===== config.mk =====
export PLATFORM = sky130hd
export DESIGN_NAME = alu_ctrl_stage
export DESIGN_NICKNAME = d
export VERILOG_FILES = /design/src/rtl/alu_ctrl_stage.sv
export SDC_FILE = /design/constraint.sdc
export NUM_CORES = 1
export LEC_CHECK = 0
export CAP_MARGIN = 15
export CORE_AREA = 4 4 42 44
export DETAILED_ROUTE_END_ITERATION = 10
export DIE_AREA = 0 0 46 48
export PLACE_DENSITY = 0.77
export SLEW_MARGIN = 0
export SYNTH_ARGS = -nofsm -noshare
export SYNTH_HDL_FRONTEND = slang
export SYNTH_SLANG_ARGS = --single-unit

===== constraint.sdc =====
create_clock -name clk -period 1.91 [get_ports clk]
set_clock_uncertainty 0.05 [all_clocks]
set_input_delay 0.382 -clock clk [delete_from_list [all_inputs] [get_ports clk]]
set_output_delay 0.382 -clock clk [all_outputs]
set_load 0.005 [all_outputs]

===== src/rtl/alu_ctrl_stage.sv =====
// Execute-stage ALU-control generator: opcode/funct decode into a 2-entry ready/valid skid buffer.
// Optional macro ALU_CTRL_ILLEGAL_EN: unsupported encodings raise the illegal flag on their entry.
module alu_ctrl_stage (
  input  logic       clk,
  input  logic       rst,
  input  logic       in_valid,
  output logic       in_ready,
  input  logic [6:0] op,
  input  logic [2:0] funct3,
  input  logic       funct7b5,
  input  logic       flush,
  output logic       out_valid,
  input  logic       out_ready,
  output logic [2:0] alu_control,
  output logic       illegal
);

  typedef enum logic [1:0] {
    EMPTY = 2'd0,
    ONE   = 2'd1,
    TWO   = 2'd2
  } state_e;

  state_e     state_q, state_d;
  logic [3:0] head_q, head_d;
  logic [3:0] tail_q, tail_d;
  logic [3:0] entry;
  logic [2:0] ctl;
  logic       unsup;
  logic       accept;
  logic       pop;

  always_comb begin
    ctl   = '0;
    unsup = 1'b0;
    case (op)
      7'b0000011, 7'b0100011: ctl = 3'b000;
      7'b1100011:             ctl = 3'b001;
      7'b0110011, 7'b0010011: begin
        case (funct3)
          3'b000:  ctl = (op[5] && funct7b5) ? 3'b001 : 3'b000;
          3'b010:  ctl = 3'b101;
          3'b110:  ctl = 3'b011;
          3'b111:  ctl = 3'b010;
          default: unsup = 1'b1;
        endcase
      end
      default: unsup = 1'b1;
    endcase
`ifdef ALU_CTRL_ILLEGAL_EN
    entry = unsup ? 4'b0001 : {ctl, 1'b0};
`else
    entry = {(unsup ? 3'b000 : ctl), 1'b0};
`endif
  end

  // Ready depends only on registered state so EX back-pressure never reaches decode combinationally.
  assign in_ready    = (state_q != TWO);
  assign out_valid   = (state_q != EMPTY);
  assign alu_control = head_q[3:1];
  assign illegal     = head_q[0];
  assign accept      = in_valid && in_ready;
  assign pop         = out_valid && out_ready;

  always_comb begin
    state_d = state_q;
    head_d  = head_q;
    tail_d  = tail_q;
    if (flush) begin
      state_d = EMPTY;
    end else begin
      unique case (state_q)
        EMPTY: begin
          if (accept) begin
            head_d  = entry;
            state_d = ONE;
          end
        end
        ONE: begin
          if (accept && pop) begin
            head_d = entry;
          end else if (accept) begin
            tail_d  = entry;
            state_d = TWO;
          end else if (pop) begin
            state_d = EMPTY;
          end
        end
        TWO: begin
          if (pop) begin
            head_d  = tail_q;
            state_d = ONE;
          end
        end
        default: state_d = EMPTY;
      endcase
    end
  end

  always_ff @(posedge clk or posedge rst) begin
    if (rst) begin
      state_q <= EMPTY;
      head_q  <= '0;
      tail_q  <= '0;
    end else begin
      state_q <= state_d;
      head_q  <= head_d;
      tail_q  <= tail_d;
    end
  end

endmodule

==> flow_metrics.py, run 1 <==
metrics = {
    "floorplanning": {
        "num_rows": 14,
        "die_h_um": 48,
        "ioPinCount": 22,
        "die_area_um2": 2210,
        "core_region_area_um2": 1440,
        "initial_core_util_pct": 37.1,
        "die_w_um": 46,
    },
    "critical_path": {
        "cp.required_ns": 1.48,
        "r2r_end": "tail_q[3]$_DFFE_PP0P_",
        "critPathBufInv": 1,
        "rrSetupSlack_ns": 0.34,
        "critPathSlowestCell": "clkdlybuf4s50_1",
        "r2r.worst_path.cells": 4,
        "cpPeakStageDelay_ns": 0.44,
        "worstPathMaxFanout": 5,
        "critPathLaunchType": "flop",
        "cp_cell_sequence": "or2_2 > clkdlybuf4s50_1",
        "reg2reg_from": "state_q[1]$_DFFE_PP0P_",
        "arrival_ns": 1.42,
        "end_kind": "primary output",
        "critPathTopFamily": "buffers and inverters",
        "critical_path_class": "flop to primary output",
    },
    "synth": {
        "synth_edf_count": 0,
        "synthSimpleGateAreaFrac_pct": 27.5,
        "synth_top_cell_by_area": "dfrtp_1",
        "syn_nets": 72,
        "synthXorXnorAreaFrac_pct": 0,
        "synthArstFlopShare_pct": 100,
        "synth.most_common_cell": "dfrtp_1",
        "synth_top_family_by_area": "compound AO/OA/AOI/OAI gates",
        "syn_area_per_cell_um2": 9.52,
        "synthFlopType": "dfrtp_1",
        "yosys_warnings": 0,
        "synth-seq-cells": 8,
        "syn_area_um2": 533,
        "synthTopCellsByCount": "dfrtp_1, nand2_1, o21a_1",
        "syn_inst": 56,
        "seq_area_frac_synth_pct": 37.6,
        "ys_top_cells_by_area": "dfrtp_1, o32a_1, o21a_1",
        "ys_types": 30,
        "synthAdderAreaFrac_pct": 0,
        "synthMuxAreaShare_pct": 0,
        "synth-compound-area-share_pct": 28.6,
        "synth_top_area_share_pct": 37.6,
    },
    "sta": {
        "finalCritPeriodShare_pct": 97.0,
        "finalMaxSlewViolations": 0,
        "fin_ws_ns": 0.0570,
        "fmax_mhz": 540,
        "setup_viol": 0,
        "rsz0062_at_grt": "false",
        "hold_viol_final": 0,
        "period_needed_ns": 1.85,
    },
    "placed_design": {
        "placed_area_um2": 764,
        "io_buffers": 20,
        "gp_congestion": 0.758,
        "dp_slack_ns": -0.0214,
        "place_hpwl_um": 1010,
    },
    "route": {
        "vias": 512,
        "drtPass1Iterations": 4,
        "routed_wl_um": 1250,
        "viasPerCell": 5.17,
        "drc_errors": 0,
        "drtIter0Drc": 8,
        "routedWlPerCell_um": 12.6,
        "drtAntennaViolNets": 0,
    },
    "global_route": {
        "grt_pass1_wl_um": 2020,
        "grt_remaining_overflow": 0,
        "antenna_found_initial": 0,
        "grt_pass1_vias": 475,
        "grt.total_usage_pct": 13.1,
        "grt_max_degree": 9,
    },
    "final_layout": {
        "multi_input_area_um2": 305,
        "nets": 101,
        "n_antenna_cell": 0,
        "fin_area_um2": 807,
        "seq_area_um2": 203,
        "nFillCells": 141,
        "drive_above_1_share_pct": 20.5,
        "syn_to_final_growth_pct": 51.4,
    },
    "clocking": {
        "clock_path_buffers": 2,
        "worstSkewPairLatency_ns": 0.25,
        "cts_tree": "built",
        "cts_root_buffer": "clkbuf_4",
        "clock_sinks": 8,
        "clk_pin_slew_worst_paths_ns": 0.05,
        "cts_buffers": 3,
        "htreeDepth": 1,
    },
    "flow_run": {
        "maxCapViolCount": 0,
    },
    "min_path": {
        "min_path_type": "input pin to async pin",
    },
    "pwr": {
        "irDropWorstVdd_mv": 0.391,
        "power.density_nw_per_um2": 558,
        "p_leak_nw": 0.341,
        "power_uw": 451,
    },
    "status": {
        "status": "finished, final reports clean",
    },
}
-- layout make-up --
cell class                 instances  area share [%]
multi-input combinational         43            37.8
timing repair buffer              26            30.4
sequential                         8            25.1
clock buffer                       3            2.79
tap                               16            2.48
inverter                           3            1.40
-- how the worst max path moves through the flow --
stage | slack, ns | to | depth (start not counted) | from
final | 0.06 | out_valid | 2 | state_q[1]$_DFFE_PP0P_
after global routing | 0.0001 | out_valid | 2 | state_q[1]$_DFFE_PP0P_
after CTS | 0.01 | in_ready | 2 | state_q[0]$_DFFE_PP0P_
after detailed placement | -0.02 | head_q[2]$_DFFE_PP0P_ | 5 | op[2]
after global placement | -0.01 | head_q[2]$_DFFE_PP0P_ | 5 | op[2]
after floorplan | 0.50 | head_q[2]$_DFFE_PP0P_ | 4 | op[2]
-- cells in the final DEF (no fill, tap or decap) --
cell type         n
a211oi_1          1
a21o_1            1
a21oi_1           3
a22oi_1           1
and3_1            2
and4bb_1          1
buf_4             6
clkbuf_4          3
clkdlybuf4s50_1  20
conb_1            1
dfrtp_1           6
dfrtp_2           2
inv_1             3
nand2_1           7
nand2b_2          1
nand2b_4          1
nand3_1           1
nand3b_1          1
nor2_1            1
nor2b_1           3
nor2b_2           1
nor3b_1           1
nor4b_1           1
o21a_1            4
o21ai_1           2
o22a_1            1
o31ai_1           1
o31ai_2           1
o32a_1            3
o41ai_2           1
or2_2             1
or3b_1            1
-- power breakdown --
group,internal (mW),switching [mW]
Combinational,0.0852,0.0428
Sequential,0.184,0.00931
Clock,0.0719,0.0571
-- routing by layer --
| layer | up-vias | wire [µm] | global-route usage [%] |
|---|---|---|---|
| li1 | 263 | - | - |
| met1 | 238 | 555 | 16.3 |
| met2 | 9 | 624 | 20.9 |
| met3 | 2 | 45 | 3.38 |
| met4 | 0 | 24 | 6.82 |
| met5 | - | 0 | 0 |
-- sequential cells by signal (all words and copies together), names as in the netlist --
signal,cells
state_q,2
tail_q,3
head_q,3
-- repair_timing --
item                                    CTS  global route
buffers inserted                          0             2
gates resized for setup                   0             3
endpoints found under the setup margin    0             2
hold buffers                              0             0
hold endpoints to repair                  0             0
-- worst reg2reg max path, cell delays in order (launching register included) --
cell	delay (ns)
dfrtp_2	0.43
buf_4	0.14
nor2b_2	0.11
or3b_1	0.48
o41ai_2	0.25
-- kinds of logic after synthesis --
logic type,count (synthesis)
other,1
DFF,8
and+or+nand+nor,23
buffers and inverters,5
AOI/OAI and AO/OA,19
-- through the flow --
step	std cells	util (%)	hold WS, ns	setup TNS [ns]
detailed placement	94	53.2	0.437	-0.0252
finish	99	56.2	0.316	0
floorplan	56	-	0.148	0
CTS	97	54.8	0.322	0
global route	99	56.2	0.343	0
global placement	94	53.2	0.426	-0.0132
(Power assumes the default switching activity.)
==> inputs of run 2 (changes only) <==
--- a/config.mk
+++ b/config.mk
@@ -11,2 +11,3 @@
 export DIE_AREA = 0 0 46 48
+export GPL_TIMING_DRIVEN = 0
 export PLACE_DENSITY = 0.77
==> constraint.sdc (replaced) <==
create_clock -name clk -period 1.91 [get_ports clk]
set_clock_uncertainty 0.05 [all_clocks]
set_input_delay 0.2865 -clock clk [delete_from_list [all_inputs] [get_ports clk]]
set_output_delay 0.2865 -clock clk [all_outputs]
set_load 0.005 [all_outputs]
==> run 2 against run 1 <==
Non-clock buffer count down 4. Sequential share of layout area is 0.69 points higher. Combinational power fell by 5%. Worst setup slack improved by 0.092 ns. Global-route usage fell by 1.3 points. Critical endpoint is now in_ready. Highest routed layer is now met3.
==> flow_metrics.py, run 2 (synthesis gave the netlist of run 1 again) <==
metrics = {
    "min_path": {
        "min_path_type": "input pin to async pin",
    },
    "final_layout": {
        "multi_input_area_um2": 303,
        "syn_to_final_growth_pct": 45.5,
        "seq_area_um2": 200,
        "reg_top3": "head_q (3), tail_q (3), state_q (2)",
        "n_antenna_cell": 0,
        "nFillCells": 132,
        "layout_common_cells": "clkdlybuf4s50_1, dfrtp_1, nand2_1",
        "nets": 97,
        "final_common_cell": "clkdlybuf4s50_1",
        "drive_above_1_share_pct": 12.7,
    },
    "clocking": {
        "clk_pin_slew_worst_paths_ns": 0.05,
        "htreeDepth": 1,
        "clock_sinks": 8,
        "cts_buffers": 3,
        "cts_tree": "built",
        "worstSkewPairLatency_ns": 0.24,
        "clock_path_buffers": 2,
        "cts_root_buffer": "clkbuf_4",
        "cts_hold_buf": 0,
        "ctsResizeCount": 0,
        "cts_setup_buffers": 0,
    },
    "critical_path": {
        "cp_cell_sequence": "nand2b_1 > clkdlybuf4s50_1",
        "critical_path_class": "flop to primary output",
        "end_kind": "primary output",
        "critPathSlowestCell": "clkdlybuf4s50_1",
        "cpPeakStageDelay_ns": 0.54,
        "cp.required_ns": 1.57,
        "critPathTopFamily": "buffers and inverters",
        "arrival_ns": 1.42,
        "r2r.worst_path.cells": 4,
        "critPathBufInv": 1,
        "worstPathMaxFanout": 5,
        "critPathLaunchType": "flop",
        "cp.depth": 2,
    },
    "sta": {
        "setup_tns_ns": 0,
        "rsz0062_at_grt": "false",
        "finalMaxSlewViolations": 0,
        "finalCritPeriodShare_pct": 92.2,
        "setup_viol": 0,
        "hold_viol_final": 0,
        "period_needed_ns": 1.76,
        "fmax_mhz": 568,
    },
    "status": {
        "status": "finished, final reports clean",
    },
    "pwr": {
        "p_leak_nw": 0.325,
        "irDropWorstVdd_mv": 0.388,
        "power.density_nw_per_um2": 566,
        "power_uw": 439,
    },
    "floorplanning": {
        "die_w_um": 46,
        "initial_core_util_pct": 37.1,
        "die_area_um2": 2210,
        "ioPinCount": 22,
        "die_h_um": 48,
        "core_region_area_um2": 1440,
        "num_rows": 14,
    },
    "placed_design": {
        "place_hpwl_um": 1010,
        "io_buffers": 20,
        "gp_congestion": 0.791,
    },
    "route": {
        "routed_wl_um": 1190,
        "drc_errors": 0,
        "routedWlPerCell_um": 12.6,
        "drtPass1Iterations": 4,
        "vias": 489,
        "drtIter0Drc": 7,
        "viasPerCell": 5.15,
        "drtAntennaViolNets": 0,
    },
    "global_route": {
        "grt_pass1_vias": 466,
        "grt_remaining_overflow": 0,
        "grt_max_degree": 9,
        "antenna_found_initial": 0,
        "grt.total_usage_pct": 11.8,
        "grt_pass1_wl_um": 1880,
    },
    "flow_run": {
        "maxCapViolCount": 0,
    },
}
[run 2: cell count changes in the layout (fill, tap and decap cells not counted)]
cell and change:
dfrtp_2 -2, buf_6 +1, nand2b_2 -1, nand2b_1 +1
buf_4 -5, dfrtp_1 +2
[run 2: power breakdown]
group          leakage [nW]  internal [mW]  total, mW  switching, mW
Clock                0.0138         0.0715      0.123         0.0517
Combinational         0.206         0.0800      0.122         0.0421
Sequential            0.104          0.184      0.194        0.00974
[run 2: per-layer routing]
metal,GRT usage [%],vias up,share of wire [%]
li1,-,254,-
met4,3.41,0,0
met5,0,-,0
met3,3.38,0,3.8
met2,20.9,7,52
met1,13.8,228,44
[run 2: stage by stage]
step,cell area (µm²),hold slack (ns),setup WS (ns),instances,util (%)
2_1_floorplan,533,0.0522,0.545,56,-
3_3_place_gp,753,0.425,0.0829,92,52.4
3_5_place_dp,753,0.441,0.0515,92,52.4
4_1_cts,776,0.241,0.135,95,54.0
5_1_grt,776,0.272,0.0823,95,54.0
6_report,776,0.231,0.149,95,54.0
[run 2: final timing paths]
path	from	to	slack [ns]
max reg2reg	state_q[1]$_DFFE_PP0P_	tail_q[3]$_DFFE_PP0P_	0.45
max in group asynchronous	rst	head_q[2]$_DFFE_PP0P_	1.35
min	rst	tail_q[1]$_DFFE_PP0P_	0.23
max	state_q[0]$_DFFE_PP0P_	in_ready	0.15
min in group clk	tail_q[3]$_DFFE_PP0P_	tail_q[3]$_DFFE_PP0P_	0.45
min reg2reg	tail_q[3]$_DFFE_PP0P_	tail_q[3]$_DFFE_PP0P_	0.45
[run 2: cell type report]
cell class                      count  share of cell area, %
Multi-Input combinational cell     43                   39.0
Buffer                              2                   2.42
Sequential cell                     8                   25.8
Inverter                            3                   1.45
Clock buffer                        3                   2.90
Tap cell                           16                   2.58
Timing Repair Buffer               20                   25.8
==> inputs of run 3 (changes only) <==
CTS_CLUSTER_SIZE = 28   (was default)
==> results of run 3 <==
No change in the layout: final DEF, timing and power equal those of run 2.
